$ cat src/rtl/low_freq_fir.sv
// Stereo low-band FIR engine: multiply-accumulates one sample burst against a
// synchronous coefficient ROM and emits one saturated result pair per burst.
module low_freq_fir #(
    parameter int unsigned TAPS  = 1021,
    parameter int unsigned ACC_W = 42
) (
    input  logic        clk,
    input  logic        rst_n,
    input  logic        sequencing,
    input  logic [15:0] lft_in,
    input  logic [15:0] rght_in,
    output logic [9:0]  coeff_addr,
    input  logic [15:0] coeff,
    output logic [15:0] lft_out,
    output logic [15:0] rght_out,
    output logic        valid,
    output logic        tap_err
);

    localparam int unsigned CNT_W = $clog2(TAPS + 1);
    localparam int unsigned ADR_W = 10;
    localparam logic [CNT_W-1:0] TAPS_C  = CNT_W'(TAPS);
    localparam logic [CNT_W-1:0] TAPS_M1 = CNT_W'(TAPS - 1);

    localparam logic [1:0] IDLE   = 2'd0;
    localparam logic [1:0] ACCUM  = 2'd1;
    localparam logic [1:0] FINISH = 2'd2;

    logic [1:0]              state;
    logic [1:0]              state_nxt;
    logic                    seq_q;
    logic [CNT_W-1:0]        cnt;
    logic                    overrun;
    logic                    mac_en_d;
    logic signed [15:0]      smpl_d_l;
    logic signed [15:0]      smpl_d_r;
    logic signed [ACC_W-1:0] acc_l;
    logic signed [ACC_W-1:0] acc_r;

    logic start;
    logic take;
    logic drop;
    logic finish;

    logic signed [15:0] coeff_s;
    logic signed [31:0] prod_l;
    logic signed [31:0] prod_r;

    assign coeff_s = coeff;
    assign prod_l  = smpl_d_l * coeff_s;
    assign prod_r  = smpl_d_r * coeff_s;

    // Q1.15 rescale, then clamp to the 16-bit signed range.
    function automatic logic [15:0] sat16(input logic signed [ACC_W-1:0] a);
        logic signed [ACC_W-1:0] s;
        s = a >>> 15;
        if (!s[ACC_W-1] && (|s[ACC_W-2:15])) begin
            return 16'h7FFF;
        end else if (s[ACC_W-1] && !(&s[ACC_W-2:15])) begin
            return 16'h8000;
        end else begin
            return s[15:0];
        end
    endfunction

    always_ff @(posedge clk or negedge rst_n) begin
        if (!rst_n) begin
            state <= IDLE;
        end else begin
            state <= state_nxt;
        end
    end

    always_comb begin
        state_nxt  = state;
        start      = 1'b0;
        take       = 1'b0;
        drop       = 1'b0;
        finish     = 1'b0;
        coeff_addr = '0;
        case (state)
            IDLE: begin
                if (sequencing && !seq_q) begin
                    start     = 1'b1;
                    state_nxt = ACCUM;
                end
            end
            ACCUM: begin
                coeff_addr = ADR_W'((cnt >= TAPS_C) ? TAPS_M1 : cnt);
                if (!sequencing) begin
                    state_nxt = FINISH;
                end else if (cnt < TAPS_C) begin
                    take = 1'b1;
                end else begin
                    drop = 1'b1;
                end
            end
            FINISH: begin
                finish    = 1'b1;
                state_nxt = IDLE;
            end
            default: state_nxt = IDLE;
        endcase
    end

    // Datapath: sample delay aligns each sample with its ROM coefficient.
    always_ff @(posedge clk or negedge rst_n) begin
        if (!rst_n) begin
            seq_q    <= 1'b0;
            cnt      <= '0;
            overrun  <= 1'b0;
            mac_en_d <= 1'b0;
            smpl_d_l <= '0;
            smpl_d_r <= '0;
            acc_l    <= '0;
            acc_r    <= '0;
            lft_out  <= '0;
            rght_out <= '0;
            valid    <= 1'b0;
            tap_err  <= 1'b0;
        end else begin
            seq_q    <= sequencing;
            mac_en_d <= start | take;
            valid    <= finish;
            tap_err  <= finish && (overrun || (cnt != TAPS_C));
            if (start || take) begin
                smpl_d_l <= lft_in;
                smpl_d_r <= rght_in;
            end
            if (start) begin
                cnt     <= CNT_W'(1);
                overrun <= 1'b0;
                acc_l   <= '0;
                acc_r   <= '0;
            end else begin
                if (take) begin
                    cnt <= cnt + CNT_W'(1);
                end
                if (drop) begin
                    overrun <= 1'b1;
                end
                if ((state == ACCUM) && mac_en_d) begin
                    acc_l <= acc_l + {{(ACC_W-32){prod_l[31]}}, prod_l};
                    acc_r <= acc_r + {{(ACC_W-32){prod_r[31]}}, prod_r};
                end
            end
            if (finish) begin
                lft_out  <= sat16(acc_l);
                rght_out <= sat16(acc_r);
            end
        end
    end

endmodule

$ cat config.mk
export PLATFORM = sky130hd
export DESIGN_NAME = low_freq_fir
export DESIGN_NICKNAME = d
export VERILOG_FILES = /design/src/rtl/low_freq_fir.sv
export SDC_FILE = /design/constraint.sdc
export NUM_CORES = 2
export LEC_CHECK = 0
export ABC_AREA = 1
export BUFFER_PORTS_ARGS = -buffer_cell sky130_fd_sc_hd__buf_2
export CAP_MARGIN = 5
export CORE_MARGIN = 10
export CORE_UTILIZATION = 50
export CTS_BUF_LIST = sky130_fd_sc_hd__clkbuf_4 sky130_fd_sc_hd__clkbuf_8 sky130_fd_sc_hd__clkbuf_16
export CTS_CLUSTER_DIAMETER = 30
export CTS_CLUSTER_SIZE = 10
export DETAILED_ROUTE_END_ITERATION = 16
export PLACE_DENSITY_LB_ADDON = 0.2
export SYNTH_ARGS = -nofsm -noshare
export SYNTH_HDL_FRONTEND = slang
export SYNTH_SLANG_ARGS = --single-unit
$ cat constraint.sdc
create_clock -name clk -period 17.8 [get_ports clk]
set_input_delay 3.56 -clock clk [delete_from_list [all_inputs] [get_ports clk]]
set_output_delay 3.56 -clock clk [all_outputs]
set_load 0.02 [all_outputs]
==> key figures <==
Clock tree
  – Clk root buf: clkbuf_16
  – Number of CTS-inserted buffers: 17
  – CTS tree: done
  – Post-CTS Hold Fix Bufs: 0
  – Setup bufs post-CTS: 0
  – Max clock buf depth: 2
  – CTS sink cnt: around 170
  – Later-pin clock latency in the skew report: ~0.50 ns
  – H-tree depth: 4
  – Clock Pin Slew Worst Setup and Hold Paths: 0.07 ns
  – Post-CTS sizing: 0

Critical path
  – Crit path kind: in -> reg
  – FF-to-FF End: acc_l[33]$_DFFE_PN0P_
  – Critical Path Sink Type: register
  – Worst path arrival time: approximately 12 ns
  – Reg-to-reg startpoint: smpl_d_l[15]$_DFFE_PN0P_
  – R2R depth: 31
  – Crit path required time: around 18 ns
  – Worst R2R Setup Slack: 9.52 ns
  – CP Launch Type: input pin
  – Worst Path Max Fanout: 32

Place
  – Placer congestion estimate: 0.995
  – PortBufs: 94
  – DPL Wire Length: ~76000 um
  – Placed Cells: roughly 5400

Final layout
  – Fraction of layout cells with a size suffix above 1: between 4 and 5%
  – P&R area growth vs syn: 5.06%
  – Ant. Diodes: 0
  – Multi-input logic area: about 24000 um2
  – Sequential cell area: just over 4000 um2
  – NumNets Final: around 5400
  – Fillers: between 6000 and 7000
  – Finished Layout Cells: 5458

Timing
  – Relative slew slack: 22.0%
  – Fin. max-slew vios: 0
  – Clock Skews: around 0.018 ns
  – Final hold vios: 0
  – Slew @ Worst Pin: approximately 1.2 ns
  – Unrepaired setup endpoints after global routing: no
  – Fin crit share: between 60 and 70%
  – Final Setup Violations: 0
  – Crit path time final: between 10 and 15 ns
  – Hold Slack: approximately 0.48 ns
  – Sum Neg Setup Slack: 0 ns
  – Maximum clock frequency: roughly 0.090 GHz

Hold path
  – Hold Crit Depth: 2
  – Hold Startpoint: rght_out[11]$_DFFE_PN0P_
  – Hold Path End: rght_out[11]$_DFFE_PN0P_
  – Worst min-delay path category: reg -> reg

Run
  – Max Cap Violations: 0

Synthesis
  – Post-synthesis cell type count: 52
  – Sequential area share after synthesis: between 10% and 20%
  – Synth Flop Type: dfrtp_1
  – Post-Syn Instances: about 4600
  – Ys async rst share: 100%
  – Net Count, Synth: about 5400
  – Post-synthesis cell area: approximately 33000 um2
  – EDFF count, synth: 0
  – Register bit total from synthesis: between 150 and 200
  – Synth Warn #: 0
  – Mean area per synthesized cell: roughly 7.3 um2

Global route
  – GR Util All Layers: between 20% and 30%
  – Vias in the first global route: just under 30000
  – Initial antenna violation count: 4
  – Gr ovfl total: 0
  – First-pass GRT wire length: roughly 160000 um
  – Pin count of the biggest net entering global routing: 76

Routing
  – Total routed wirelength: 94100 um
  – DRT Pass-1 Iters: 6
  – Initial DRC Count: roughly 2400
  – Remaining DRCs: 0
  – Antenna-violating nets left: 0
  – Via Count: about 28000
  – Via/cell ratio: 5.20
  – Routed length per instance: 17.2 um

Die
  – Core region area: ~66000 um2
  – # rows: between 90 and 100
  – Die Y-Extent: ~280 um
  – IO Pins: 95
  – Die Wd: between 200 and 300 um
  – Die area: a little under 80000 um2
  – Starting Density: 50.6%

Status
  – Status: finished clean
==> synth_stat cells (all sizes together) (4+ instances only) <==
cell type | number | area (um2)
a21o | 18 | 135
fa | 526 | 10500
xor2 | 37 | 324
nand4 | 44 | 275
nor4 | 8 | 65.1
and3 | 5 | 31.3
o21bai | 21 | 161
xnor2 | 17 | 149
a21boi | 6 | 45.0
nand3b | 6 | 45.0
dfrtp | 165 | 4130
ha | 259 | 3240
clkbuf | 123 | 462
buf | 18 | 101
o21ai | 185 | 930
nand2 | 1309 | 4930
a21oi | 176 | 892
nor2 | 324 | 1230
nor3 | 35 | 180
a31oi | 6 | 37.5
inv | 1113 | 4180
a31o | 4 | 35.0
nand3 | 146 | 731
mux2 | 24 | 345
or2 | 5 | 31.3
==> cell usage in the layout (no fill, tap or decap), drive strengths merged <==
| cell | count |
|---|---|
| a211oi | 1 |
| a21boi | 6 |
| a21o | 18 |
| a21oi | 176 |
| a221oi | 1 |
| a22o | 2 |
| a31o | 4 |
| a31oi | 6 |
| a32o | 2 |
| and2 | 2 |
| and3 | 5 |
| buf | 103 |
| bufinv | 1 |
| clkbuf | 22 |
| clkinv | 3 |
| dfrtp | 165 |
| fa | 526 |
| ha | 259 |
| inv | 1120 |
| mux2 | 24 |
| nand2 | 1309 |
| nand3 | 146 |
| nand3b | 6 |
| nand4 | 44 |
| nor2 | 324 |
| nor3 | 35 |
| nor4 | 8 |
| o2111ai | 1 |
| o211a | 1 |
| o211ai | 3 |
| o21a | 1 |
| o21ai | 185 |
| o21bai | 21 |
| o22ai | 2 |
| o31ai | 3 |
| or2 | 5 |
| xnor2 | 17 |
| xor2 | 37 |
==> registers in the layout, summed over array words and instances (netlist names) <==
name,flops
acc_r,42
overrun,1
rght_out,16
smpl_d_r,16
mac_en_d,1
cnt,10
tap_err,1
smpl_d_l,16
valid,1
lft_out,16
state,2
seq_q,1
acc_l,42
==> layer usage <==
metal  share of wire (%)  track usage, %  routed length [um]
met5               0.054               0                  51
met4                 2.3            6.58                2120
met2                  44            39.1               41400
met1                  46            35.5               43300
met3                 7.7            4.91                7200
==> critical path, stage by stage <==
cell and delay (ns):
buf_2 0.55, nand2_1 0.21, inv_1 0.17, fa_1 0.55, fa_1 0.94, fa_1 0.54
fa_1 0.57, fa_1 0.44, fa_1 0.48, ha_1 0.39, a21oi_1 0.43, nand2_1 0.10
nand2_1 0.08, nand2_1 0.06, a21oi_1 0.12, nand2_1 0.09, nand2_1 0.08, nand2_1 0.34
ha_1 0.49, a21oi_1 0.23, a21boi_0 0.31, o21ai_0 0.16, a21oi_1 0.28, nand4_1 0.14
nand3_1 0.11, nand2_1 0.06
==> cell type report <==
type / count / share of cell area (%)
multi-input combinational: 3180 / 69.9
inverter: 1113 / 11.9
sequential: 165 / 11.8
tap: 864 / 3.08
timing repair buffer: 104 / 1.58
clock buffer: 21 / 1.37
clock inverter: 11 / 0.371
==> cell families after synthesis <==
family	synth area share, %
buffers and inverters	14.2
muxes	1.04
AOI/OAI and AO/OA	7.12
DFF	12.4
adders and majority gates	41.3
and+or+nand+nor	22.6
xor gates and xnor gates	1.42
==> how the worst max path moves through the flow <==
stage	from	end	slack [ns]	cells past startpoint
floorplan	coeff[3]	acc_l[41]$_DFFE_PN0P_	7.77	34
global placement	coeff[1]	acc_l[33]$_DFFE_PN0P_	6.21	32
detailed placement	coeff[1]	acc_l[33]$_DFFE_PN0P_	6.22	32
CTS	coeff[1]	acc_l[33]$_DFFE_PN0P_	6.72	32
global route	coeff[1]	acc_l[33]$_DFFE_PN0P_	6.15	32
finish	coeff[1]	acc_r[34]$_DFFE_PN0P_	6.66	26
==> per-stage QoR <==
stage / worst slack, ns / area [um2] / util (%)
CTS: 6.72 / 35000 / 53.1
global route: 6.15 / 35000 / 53.1
finish: 6.66 / 35000 / 53.1
detailed placement: 6.22 / 34400 / 52.2
floorplan: 7.77 / 33400 / -
global placement: 6.21 / 34400 / 52.2
Power is not shown: default switching activity piles up to over one toggle a cycle in this logic, so the estimate is an artifact.
